File: src/rtl/pipe_phy_pkg.sv
`default_nettype none
// ============================================================================
// Module      : pipe_phy_pkg
// Description : Shared types and constants for the PIPE PHY command responder.
// Revision    : 1.0 - initial release
// ============================================================================
package pipe_phy_pkg;

  // Responder FSM states
  typedef enum logic [2:0] {
    RESET_WAIT  = 3'd0,
    IDLE        = 3'd1,
    PD_CHANGE   = 3'd2,
    RATE_CHANGE = 3'd3,
    RX_DETECT   = 3'd4,
    DET_RELEASE = 3'd5
  } phy_state_t;

  // PIPE power states
  localparam logic [3:0] P0  = 4'h0;
  localparam logic [3:0] P0s = 4'h1;
  localparam logic [3:0] P1  = 4'h2;
  localparam logic [3:0] P2  = 4'h3;

  // RxStatus code reported for a lane whose far-end receiver was detected
  localparam logic [2:0] RXSTAT_RX_PRESENT = 3'b011;

  // Width of the latency counter
  localparam int CNT_W = 16;

endpackage : pipe_phy_pkg
`default_nettype wire

File: src/rtl/pipe_phy_delay_cnt.sv
`default_nettype none
// ============================================================================
// Module      : pipe_phy_delay_cnt
// Description : 16-bit load/decrement latency counter. Decrements down to 1
//               and holds there; flags the last two counts for the FSM.
// Revision    : 1.0 - initial release
// ============================================================================
module pipe_phy_delay_cnt
  import pipe_phy_pkg::*;
(
  input  logic             clk,
  input  logic             rst,
  input  logic             load,
  input  logic [CNT_W-1:0] load_val,
  input  logic             dec,
  output logic [CNT_W-1:0] count,
  output logic             at_one,
  output logic             at_two
);

  // Load has priority; decrement stops at 1 so the counter never wraps
  always_ff @(posedge clk) begin
    if (rst) begin
      count <= '0;
    end else if (load) begin
      count <= load_val;
    end else if (dec && (count > CNT_W'(1))) begin
      count <= count - CNT_W'(1);
    end
  end

  assign at_one = (count == CNT_W'(1));
  assign at_two = (count == CNT_W'(2));

endmodule : pipe_phy_delay_cnt
`default_nettype wire

File: src/rtl/pipe_phy_cmd_responder.sv
`default_nettype none
// ============================================================================
// Module      : pipe_phy_cmd_responder
// Description : Behavioural PIPE PHY responder. Answers MAC PowerDown, Rate
//               and receiver-detect requests with latency-accurate PhyStatus
//               pulses, and tracks the power state and rate in effect.
// Revision    : 1.0 - initial release
// ============================================================================
module pipe_phy_cmd_responder
  import pipe_phy_pkg::*;
#(
  parameter int pipe_num_of_lanes = 16,
  parameter int PD_LATENCY        = 8,
  parameter int RATE_LATENCY      = 16,
  parameter int DETECT_LATENCY    = 12,
  parameter int RESET_LATENCY     = 4
) (
  input  logic                           PCLK,
  input  logic                           Reset,
  input  logic [3:0]                     PowerDown,
  input  logic [3:0]                     Rate,
  input  logic [pipe_num_of_lanes-1:0]   TxDetectRxLoopback,
  input  logic [pipe_num_of_lanes-1:0]   TxElecIdle,
  input  logic [pipe_num_of_lanes-1:0]   RxPresent,
  output logic [pipe_num_of_lanes-1:0]   PhyStatus,
  output logic [3*pipe_num_of_lanes-1:0] RxStatus,
  output logic [3:0]                     CurPowerDown,
  output logic [3:0]                     CurRate,
  output logic                           Busy
);

  localparam int                NL         = pipe_num_of_lanes;
  localparam logic [CNT_W-1:0]  PD_LAT     = CNT_W'(PD_LATENCY);
  localparam logic [CNT_W-1:0]  RATE_LAT   = CNT_W'(RATE_LATENCY);
  localparam logic [CNT_W-1:0]  DET_LAT    = CNT_W'(DETECT_LATENCY);
  // RESET_WAIT spends its first low cycle loading, so it counts one fewer
  localparam logic [CNT_W-1:0]  RST_LAT_M1 = CNT_W'(RESET_LATENCY - 1);

  phy_state_t       state;
  logic [3:0]       target;
  logic [NL-1:0]    det_mask;
  logic             phy_status_r;

  logic             cnt_load;
  logic [CNT_W-1:0] cnt_val;
  logic             cnt_dec;
  logic [CNT_W-1:0] count;
  logic             at_one;
  logic             at_two;

  logic             pd_req;
  logic             rate_req;
  logic             det_req;
  logic [NL-1:0]    det_req_mask;
  logic [NL-1:0]    det_hits;
  logic [3*NL-1:0]  rx_word;

  // Pending-request decode; only acted on while the FSM is in IDLE
  assign pd_req       = (PowerDown != CurPowerDown);
  assign rate_req     = (Rate != CurRate) && (CurPowerDown == P0);
  assign det_req_mask = TxDetectRxLoopback & TxElecIdle;
  assign det_req      = (CurPowerDown == P1) && (|det_req_mask);

  // With a latency of 1 the result is produced on the accepting edge, so the
  // live request mask is used there; otherwise the latched mask
  assign det_hits = ((state == IDLE) ? det_req_mask : det_mask) & RxPresent;

  // Expand the per-lane hit vector into the 3-bit-per-lane RxStatus word
  always_comb begin
    rx_word = '0;
    for (int i = 0; i < NL; i++) begin
      rx_word[3*i +: 3] = det_hits[i] ? RXSTAT_RX_PRESENT : 3'b000;
    end
  end

  // Counter control mirrors the FSM acceptance priority in IDLE
  always_comb begin
    cnt_load = 1'b0;
    cnt_val  = '0;
    cnt_dec  = 1'b0;
    case (state)
      RESET_WAIT: begin
        if (count == '0) begin
          cnt_load = 1'b1;
          cnt_val  = RST_LAT_M1;
        end else begin
          cnt_dec = 1'b1;
        end
      end
      IDLE: begin
        if (pd_req) begin
          cnt_load = 1'b1;
          cnt_val  = PD_LAT;
        end else if (rate_req) begin
          cnt_load = 1'b1;
          cnt_val  = RATE_LAT;
        end else if (det_req) begin
          cnt_load = 1'b1;
          cnt_val  = DET_LAT;
        end
      end
      PD_CHANGE, RATE_CHANGE, RX_DETECT: cnt_dec = 1'b1;
      default: ;
    endcase
  end

  pipe_phy_delay_cnt u_delay_cnt (
    .clk      (PCLK),
    .rst      (Reset),
    .load     (cnt_load),
    .load_val (cnt_val),
    .dec      (cnt_dec),
    .count    (count),
    .at_one   (at_one),
    .at_two   (at_two)
  );

  // Responder FSM; pulse outputs are registered one edge ahead (at count 2,
  // or at acceptance when the latency is 1) so they land on count 1
  always_ff @(posedge PCLK) begin
    if (Reset) begin
      state        <= RESET_WAIT;
      phy_status_r <= 1'b1;
      RxStatus     <= '0;
      CurPowerDown <= P1;
      CurRate      <= 4'h0;
      target       <= 4'h0;
      det_mask     <= '0;
    end else begin
      phy_status_r <= 1'b0;
      RxStatus     <= '0;
      case (state)
        RESET_WAIT: begin
          if (((count == '0) && (RESET_LATENCY <= 1)) || (count == CNT_W'(1))) begin
            state <= IDLE;
          end else begin
            phy_status_r <= 1'b1;
          end
        end
        IDLE: begin
          if (pd_req) begin
            target <= PowerDown;
            state  <= PD_CHANGE;
            if (PD_LATENCY == 1) begin
              phy_status_r <= 1'b1;
              CurPowerDown <= PowerDown;
            end
          end else if (rate_req) begin
            target <= Rate;
            state  <= RATE_CHANGE;
            if (RATE_LATENCY == 1) begin
              phy_status_r <= 1'b1;
              CurRate      <= Rate;
            end
          end else if (det_req) begin
            det_mask <= det_req_mask;
            state    <= RX_DETECT;
            if (DETECT_LATENCY == 1) begin
              phy_status_r <= 1'b1;
              RxStatus     <= rx_word;
            end
          end
        end
        PD_CHANGE: begin
          if (at_one) begin
            state <= IDLE;
          end else if (at_two) begin
            phy_status_r <= 1'b1;
            CurPowerDown <= target;
          end
        end
        RATE_CHANGE: begin
          if (at_one) begin
            state <= IDLE;
          end else if (at_two) begin
            phy_status_r <= 1'b1;
            CurRate      <= target;
          end
        end
        RX_DETECT: begin
          if (at_one) begin
            state <= DET_RELEASE;
          end else if (at_two) begin
            phy_status_r <= 1'b1;
            RxStatus     <= rx_word;
          end
        end
        DET_RELEASE: begin
          if (TxDetectRxLoopback == '0) begin
            state <= IDLE;
          end
        end
        default: state <= RESET_WAIT;
      endcase
    end
  end

  assign PhyStatus = {NL{phy_status_r}};
  assign Busy      = (state != IDLE);

endmodule : pipe_phy_cmd_responder
`default_nettype wire

File: config.mk
export PLATFORM = sky130hd
export DESIGN_NAME = pipe_phy_cmd_responder
export DESIGN_NICKNAME = d
export VERILOG_FILES = /design/src/rtl/pipe_phy_pkg.sv /design/src/rtl/pipe_phy_delay_cnt.sv /design/src/rtl/pipe_phy_cmd_responder.sv
export SDC_FILE = /design/constraint.sdc
export NUM_CORES = 1
export LEC_CHECK = 0
export CORE_UTILIZATION = 25
export DETAILED_ROUTE_END_ITERATION = 10
export DONT_BUFFER_PORTS = 1
export GPL_ROUTABILITY_DRIVEN = 0
export PLACE_DENSITY = 0.42
export SLEW_MARGIN = 40
export SYNTH_ARGS = -nofsm -noshare
export SYNTH_HDL_FRONTEND = slang
export SYNTH_SLANG_ARGS = --single-unit
File: constraint.sdc
create_clock -name PCLK -period 3.9 [get_ports PCLK]
set_clock_uncertainty 0.05 [all_clocks]
set_input_delay 0.39 -clock PCLK [delete_from_list [all_inputs] [get_ports PCLK]]
set_output_delay 0.39 -clock PCLK [all_outputs]
set_load 0.05 [all_outputs]
==> results of run 1 <==
## power groups by stage
stage / combinational [mW] / sequential, mW / clock [mW]
6_report: 0.823 / 0.822 / 0.852
5_1_grt: 0.928 / 0.832 / 0.903
4_1_cts: 0.830 / 0.822 / 0.870
3_5_place_dp: 0.826 / 0.836 / 0
3_3_place_gp: 0.827 / 0.834 / 0
2_1_floorplan: 0.785 / 0.778 / 0
## registers in the layout (all words and copies together) (netlist names)
name	count
target	4
det_mask	16
CurPowerDown	4
RxStatus	16
CurRate	4
state	3
u_delay_cnt.count	16
phy_status_r	1
## cell families (layout without fill, tap and decap cells)
| logic type | count (synthesis) | in the layout | share of synthesized area, % |
|---|---|---|---|
| buffers and inverters | 72 | 28 | 13.5 |
| AND/OR/NAND/NOR | 163 | 163 | 24.4 |
| AO/OA/AOI/OAI | 82 | 82 | 13.8 |
| multiplexers | 11 | 11 | 3.30 |
| adder cells (fa/ha/maj) | 4 | 4 | 1.48 |
| flip-flops | 64 | 64 | 38.0 |
| other | 1 | 16 | 0.111 |
| XOR/XNOR | 21 | 21 | 5.45 |
## critical path, delay by kind of cell, from the launching register on
kind | cells | cell delay, ns
and+or+nand+nor | 4 | 1.12
DFF | 1 | 0.67
AOI/OAI and AO/OA | 2 | 0.60
buffers and inverters | 1 | 0.19
xor gates and xnor gates | 1 | 0.14
## synthesized netlist by cell type, drive strengths merged (2+ instances only)
cell,count
a21boi,2
o211ai,2
or4,5
nand3,20
inv,4
and3,17
clkbuf,16
ha,4
nor3,11
a31oi,3
nor2,40
nor4,11
nor2b,4
a21oi,27
a21o,2
buf,52
o21ai,35
nand4,5
xor2,9
nand2b,4
mux2i,10
a211oi,4
nand2,38
dfxtp,64
a211o,3
xnor2,12
or3,3
## routing by layer
metal,part of all wire (%),vias up
li1,-,1321
met2,47,102
met1,42,1243
met4,2.5,0
met5,0,-
met3,8.5,13
## worst paths after layout
check                from      endpoint  slack (ns)
max reg2reg    CurRate[1]  det_mask[10]        1.06
min                 Reset   det_mask[4]        0.08
min reg2reg  det_mask[12]  det_mask[12]        0.42
max            CurRate[1]  det_mask[10]        1.06
## cell type report
class | count | area [sq um]
clock buffers | 14 | 284
clock inverters | 2 | 35.0
fillers | 1422 | 9550
inverters | 4 | 15.0
multi-input cells | 297 | 1700
flip-flops and latches | 64 | 1310
well taps | 176 | 220
repair buffers | 8 | 80.1
==> reports/metrics.sh, run 1 <==
RUN_STATUS='complete, no violations'
GRT_USE_MET2_PCT=21.2
DIE-WIDTH_MICRONS=118
CP_CELL_SEQUENCE='xor2_1, o41ai_1, and2_1, nand2b_1, buf_4, nor2_2, nand3_1, a21oi_1'
AREA.GROWTH.SYNTH_TO_FINAL_PCT=7.75
POST_SYNTH_EDFFS=0
INITIAL_ANTENNA_VIOLATION_COUNT=0
GRT_PASS1_WL_MM=14.1
VIAS=2679
LAYOUT.CELLS.MOST_COMMON='sky130_fd_sc_hd__dfxtp_1'
CP_SLOWEST_CELL='sky130_fd_sc_hd__dfxtp_1'
SETUP-VIOLATIONS-FINAL=0
PWR-SHARE-SEQ_PCT=32.9
IO_BUFFER_COUNT=0
TIMING.HOLD.WS_NS=0.0833
YOSYSSEQAREASHARE_PCT=38.0
DESIGN_POWER_TOTAL_mW=2.50
DP_CELLS=549
CORE_BOX_AREA_SQ_UM=13200
CRITPATHMAXFANOUT=19
CTS_NUM_SINKS=64
DETAILED_PLACE.AREA_SQ_UM=3320
TOTALNEGATIVESETUPSLACK_NS=0
REG2REG_DEPTH=8
CTS_TREE='yes'
BOUNDARYPINS=131
SYNTH_CELL_TYPE_COUNT=43
CLKTRANSATPATHREGS_NS=0.06
GRT_SETUP_UNREPAIRED='no'
CLK_PATH_BUF_DEPTH=2
GRT_BUSIEST_LAYER='met2'
NETLIST_INSTANCES=418
INSTANCES_NO_FILL=565
DRV_SLEW=0
DIE_H_MICRONS=118
POST-ROUTE-PERIOD-UTIL_PCT=72.9
PRECTSSETUPSLACK_NS=1.04
INITIAL_CORE_UTIL_PCT=25.6
DOMINANTREGCELLSYNTH='sky130_fd_sc_hd__dfxtp_1'
COMB_POWER_SHARE_PCT=33.0
TIMING.FINAL.WS_SETUP_NS=1.06
CELL_PWR_DENSITY_nW_PER_UM2=687
DRC=0
CLOCK_POWER_SHARE_PCT=34.1
CTS-HTREE-LEVELS=3
FINALNETCOUNT=446
FLOORPLAN.ROWS=42
DRT-WIRELENGTH-PER-CELL_MICRONS=15.7
CRITICALPATHCATEGORY='flip-flop to flip-flop'
CP.REQUIRED_NS=4.12
MAX_SLEW.WORST_PIN.SLEW_NS=0.879
CAP_VIOL_MAX_COUNT=0
CTS_MADE_BUFFERS=9
TIMING.CRITICAL_PATH.SLOWEST_CELL_DELAY_NS=0.67
YOSYSTOPAREACELLSHARE_PCT=38.0
ANTENNA_VIOL_NETS_FINAL=0
ANTENNA_CELLS_INSERTED=0
GLOBAL_ROUTE.USAGE.MET1_PCT=15.5
TIMING.HOLD.WORST.CLASS='input port to flip-flop'
WORST_SKEW_PAIR.LATE_LATENCY_NS=0.33
CTS_HOLD_BUF=0
SYNTH_ASYNC_SR_FLOP_SHARE_PCT=0
SHARE_OF_TOTAL_POWER_CONSUMED_BY_NET_SWITCHING_PCT=36.7
POWER_LEAKAGE_nW=1.41
FINALHOLDVIOLATIONS=0
CRIT_ARRIVAL_NS=3.06
GR-TOTAL-OVERFLOW=0
TIMING.SLEW.HEADROOM_PCT=41.7
SYNTH.CELL_AREA_SQ_UM=3370
DRT_WL_TOTAL_MM=8.87
GRT_USE_MET3_PCT=4.87
DETAILEDPLACEMENTHPWL_MM=6.44
STARTPOINT_TYPE='flip-flop'
LAYOUT_CELLS_SIZED_ABOVE_1_PCT=12.1
POST_CTS_RESIZE_COUNT=0
MAX-VDD-IR-DROP_mV=0.244
VIASPERCELL=4.74
MOST-COMMON-LAYOUT-CELLS='47 x sky130_fd_sc_hd__dfxtp_1, 39 x sky130_fd_sc_hd__nor2_1, 38 x sky130_fd_sc_hd__nand2_1, 35 x sky130_fd_sc_hd__o21ai_0, 27 x sky130_fd_sc_hd__a21oi_1'
FIRST_GLOBAL_VIAS=2586
NETLIST.TOP_CELL.BY_AREA='sky130_fd_sc_hd__dfxtp_1'
SYNTH_AREA_LEADERS='sky130_fd_sc_hd__dfxtp_1 38%, sky130_fd_sc_hd__buf_4 11%, sky130_fd_sc_hd__o21ai_0 5.2%, sky130_fd_sc_hd__nor2_1 4.3%, sky130_fd_sc_hd__nand2_1 4.2%'
FIN_CRIT_NS=2.84
NETSWITCHINGPOWER_uW=916
CLK_ROOT_BUFFER_CELL='sky130_fd_sc_hd__clkbuf_16'
FINALCOREUTILIZATION_PCT=27.6
WORSTHOLDPATHCELLS=1
NUMBER_OF_WARNINGS_REPORTED_IN_THE_YOSYS_SYNTHESIS_LOG=0
DESIGN.DIE.AREA_SQ_UM=14000
GRT_USAGE_PCT=13.2
DETAIL_ROUTE.FIRST_PASS.ITERATIONS=4
INTERNAL_POWER_mW=1.58
YOSYS_REGISTER_BITS=64
CTS_SETUP_BUFFERS=0
MAXIMUM_NUMBER_OF_PINS_ON_ONE_NET_BEFORE_GLOBAL_ROUTE_REPAIR=41
FINAL_DESIGN_AREA_NO_FILL_SQ_UM=3640
DR.FIRST_ITER.DRC_COUNT=198
POSTSYNTHAREAPERCELL_SQ_UM=8.07
CRITPATHCAPTURETYPE='flip-flop'
CLOCK.FMAX_MHz=352
Note: power is estimated with default switching activity, not from simulation.
==> run 2: changes to the inputs <==
--- a/config.mk
+++ b/config.mk
@@ -5,6 +5,7 @@
 export SDC_FILE = /design/constraint.sdc
 export NUM_CORES = 1
 export LEC_CHECK = 0
+export ABC_AREA = 1
 export CORE_UTILIZATION = 25
 export DETAILED_ROUTE_END_ITERATION = 10
 export DONT_BUFFER_PORTS = 1
==> constraint.sdc (replaced) <==
create_clock -name PCLK -period 2.8 [get_ports PCLK]
set_clock_uncertainty 0.05 [all_clocks]
set_input_delay 0.28 -clock PCLK [delete_from_list [all_inputs] [get_ports PCLK]]
set_output_delay 0.28 -clock PCLK [all_outputs]
set_load 0.05 [all_outputs]
==> run 2 against run 1 <==
Compared with the run above:
- power up 79%
- clock power grew 36%
- first-iteration DRC count grew 7.1%
- non-clock buffer count grew 13
- design area increased by 14%
- register-to-register slack got worse by 0.37 ns
- largest power group is now combinational cells
- fmax increased by 34%
- combinational power grew to 2.6 times the previous value
- cell count rose by 28%
- area after synthesis rose by 11%
==> reports/metrics.sh, run 2 <==
RUN_STATUS='complete, no violations'
CRITICALPATHCATEGORY='flip-flop to flip-flop'
MAX_SLEW.WORST_PIN.SLEW_NS=0.813
DRV_SLEW=0
DIE-WIDTH_MICRONS=125
GR-TOTAL-OVERFLOW=0
FINALHOLDVIOLATIONS=0
FILLERINSTANCES=1589
CAP_VIOL_MAX_COUNT=0
CTS_MADE_BUFFERS=9
POST-SYNTH-TOP-COUNT-CELL='sky130_fd_sc_hd__nand2_1'
CLK_PATH_BUF_DEPTH=2
MOST-COMMON-LAYOUT-CELLS='139 x sky130_fd_sc_hd__nand2_1, 82 x sky130_fd_sc_hd__nor2_1, 47 x sky130_fd_sc_hd__dfxtp_1, 41 x sky130_fd_sc_hd__inv_1'
TIMING.FINAL.WS_SETUP_NS=0.681
DRT-WIRELENGTH-PER-CELL_MICRONS=13.7
DESIGN.DIE.AREA_SQ_UM=15500
LAYOUT_CELLS_SIZED_ABOVE_1_PCT=13.7
SYNTH_AREA_LEADERS='sky130_fd_sc_hd__dfxtp_1 34%, sky130_fd_sc_hd__nand2_1 14%, sky130_fd_sc_hd__buf_4 9.8%, sky130_fd_sc_hd__nor2_1 8.2%, sky130_fd_sc_hd__inv_1 4.1%'
DIE_H_MICRONS=125
MAXIMUM_NUMBER_OF_PINS_ON_ONE_NET_BEFORE_GLOBAL_ROUTE_REPAIR=23
DRC=0
VIASPERCELL=4.55
DR.FIRST_ITER.DRC_COUNT=212
TIMING.CRITICAL_PATH.SLOWEST_CELL_DELAY_NS=0.55
WORST_PATH_DOMINANT_CELL_FAMILY='simple AND/OR/NAND/NOR gates'
INSTANCES_NO_FILL=726
DP_CELLS=702
CRIT_ARRIVAL_NS=2.26
POST_CTS_RESIZE_COUNT=0
YOSYSSEQAREASHARE_PCT=34.1
CLOCK.FMAX_MHz=472
AREA.GROWTH.SYNTH_TO_FINAL_PCT=10.1
IO_BUFFER_COUNT=0
ANTENNA_VIOL_NETS_FINAL=0
DOMINANTREGCELLSYNTH='sky130_fd_sc_hd__dfxtp_1'
POSTSYNTHAREAPERCELL_SQ_UM=6.82
SETUP-VIOLATIONS-FINAL=0
CTS_HOLD_BUF=8
CORE_BOX_AREA_SQ_UM=14600
SYNTH_CELL_TYPE_COUNT=36
CP_SLOWEST_CELL='sky130_fd_sc_hd__nor2_2'
CELL_PWR_DENSITY_nW_PER_UM2=1080
DETAILED_PLACE.AREA_SQ_UM=3750
CP.REQUIRED_NS=2.95
NETLIST.TOP_CELL.BY_AREA='sky130_fd_sc_hd__dfxtp_1'
GRT_SETUP_UNREPAIRED='no'
CTS_SETUP_BUFFERS=0
SYNTH_ASYNC_SR_FLOP_SHARE_PCT=0
POST-ROUTE-PERIOD-UTIL_PCT=75.7
TIMING.SLEW.HEADROOM_PCT=46.3
PRECTSSETUPSLACK_NS=0.678
DETAILEDPLACEMENTHPWL_MM=7.38
TIMING.HOLD.WS_NS=0.0111
FLOORPLAN.ROWS=44
MAX-VDD-IR-DROP_mV=0.486
FINAL_DESIGN_AREA_NO_FILL_SQ_UM=4140
WORST_SKEW_PAIR.LATE_LATENCY_NS=0.33
STARTPOINT_TYPE='flip-flop'
GRT_PASS1_WL_MM=16.5
FINALNETCOUNT=599
TOTALNEGATIVESETUPSLACK_NS=0
TIMING.HOLD.WORST.CLASS='input port to flip-flop'
BOUNDARYPINS=131
YOSYSTOPAREACELLSHARE_PCT=34.1
CTS_TREE='yes'
CTS_NUM_SINKS=64
NUMBER_OF_WARNINGS_REPORTED_IN_THE_YOSYS_SYNTHESIS_LOG=0
SYNTH.CELLS.MOST_FREQUENT='139 x sky130_fd_sc_hd__nand2_1, 82 x sky130_fd_sc_hd__nor2_1, 64 x sky130_fd_sc_hd__dfxtp_1, 49 x sky130_fd_sc_hd__buf_4, 41 x sky130_fd_sc_hd__inv_1'
LAYOUT.CELLS.MOST_COMMON='sky130_fd_sc_hd__nand2_1'
WORSTPATHBUFFERINVERTERCOUNT=0
INITIAL_CORE_UTIL_PCT=25.7
DETAIL_ROUTE.FIRST_PASS.ITERATIONS=5
CLKTRANSATPATHREGS_NS=0.05
YOSYS_REGISTER_BITS=64
REGISTERS_WITH_THE_MOST_FLIP_FLOPS='RxStatus (16), det_mask (16), u_delay_cnt.count (16)'
INITIAL_ANTENNA_VIOLATION_COUNT=1
CP_CELL_SEQUENCE='nand2_2, nor2_4, nand3_1, nor2_2, a21oi_1'
CRITPATHMAXFANOUT=17
FIRST_GLOBAL_VIAS=3194
NETLIST_INSTANCES=551
CLK_ROOT_BUFFER_CELL='sky130_fd_sc_hd__clkbuf_16'
DRT_WL_TOTAL_MM=9.96
POWER_LEAKAGE_nW=1.78
GRT_USAGE_PCT=13.3
CRITPATHCAPTURETYPE='flip-flop'
FIN_CRIT_NS=2.12
CTS-HTREE-LEVELS=3
SYNTH.CELL_AREA_SQ_UM=3760
VIAS=3300
POST_SYNTH_EDFFS=0
run 2: cells by family after synthesis:
kind of cell / after synthesis / share of synthesized area [%]
other: 1 / 0.0998
AND/OR/NAND/NOR: 281 / 33.0
adder cells (fa/ha/maj): 4 / 1.33
buffers and inverters: 107 / 16.3
flip-flops: 64 / 34.1
AO/OA/AOI/OAI: 87 / 13.6
XOR/XNOR: 7 / 1.63
run 2: final cells by class:
cell class	count	area (sq um)	share of cell area, %
Timing Repair Buffer	21	198	4.78
Clock inverter	3	40.0	0.968
Clock buffer	12	267	6.44
Tap cell	184	230	5.57
Inverter	46	173	4.18
Multi-Input combinational cell	395	1920	46.4
Sequential cell	64	1310	31.6
Antenna cell	1	2.50	0.0605
run 2: path summary, 6_finish.rpt:
check                start      endpoint  slack [ns]  cells past startpoint
min          RxPresent[13]  RxStatus[40]        0.01                      2
max               state[0]  det_mask[13]        0.68                      5
max reg2reg       state[0]  det_mask[13]        0.68                      5
min reg2reg       state[1]      state[1]        0.44                      2
run 2: stage by stage:
stage	utilization [%]	total power, mW
3_3_place_gp	25.5	3.31
6_report	28.3	4.47
5_1_grt	28.3	4.84
3_5_place_dp	25.7	3.33
2_1_floorplan	-	3.07
4_1_cts	28.3	4.53
run 2: power breakdown:
| group | total (mW) | switching [mW] | internal, mW | leakage [nW] |
|---|---|---|---|---|
| clock network | 1.16 | 0.403 | 0.753 | 0.154 |
| registers | 1.17 | 0.125 | 1.04 | 0.527 |
| logic | 2.15 | 1.54 | 0.614 | 1.10 |
run 2: routing by layer:
metal / routed length, microns / global-route usage, %
met1: 4710 / 17.4
met2: 4380 / 20.3
met3: 628 / 3.18
met4: 236 / 6.80
met5: 0 / 0
run 2: worst register-to-register path, delay by kind of cell (launching register included):
| kind | cells | cell delay [ns] |
|---|---|---|
| AND/OR/NAND/NOR | 4 | 1.32 |
| flip-flops | 1 | 0.46 |
| AO/OA/AOI/OAI | 1 | 0.16 |
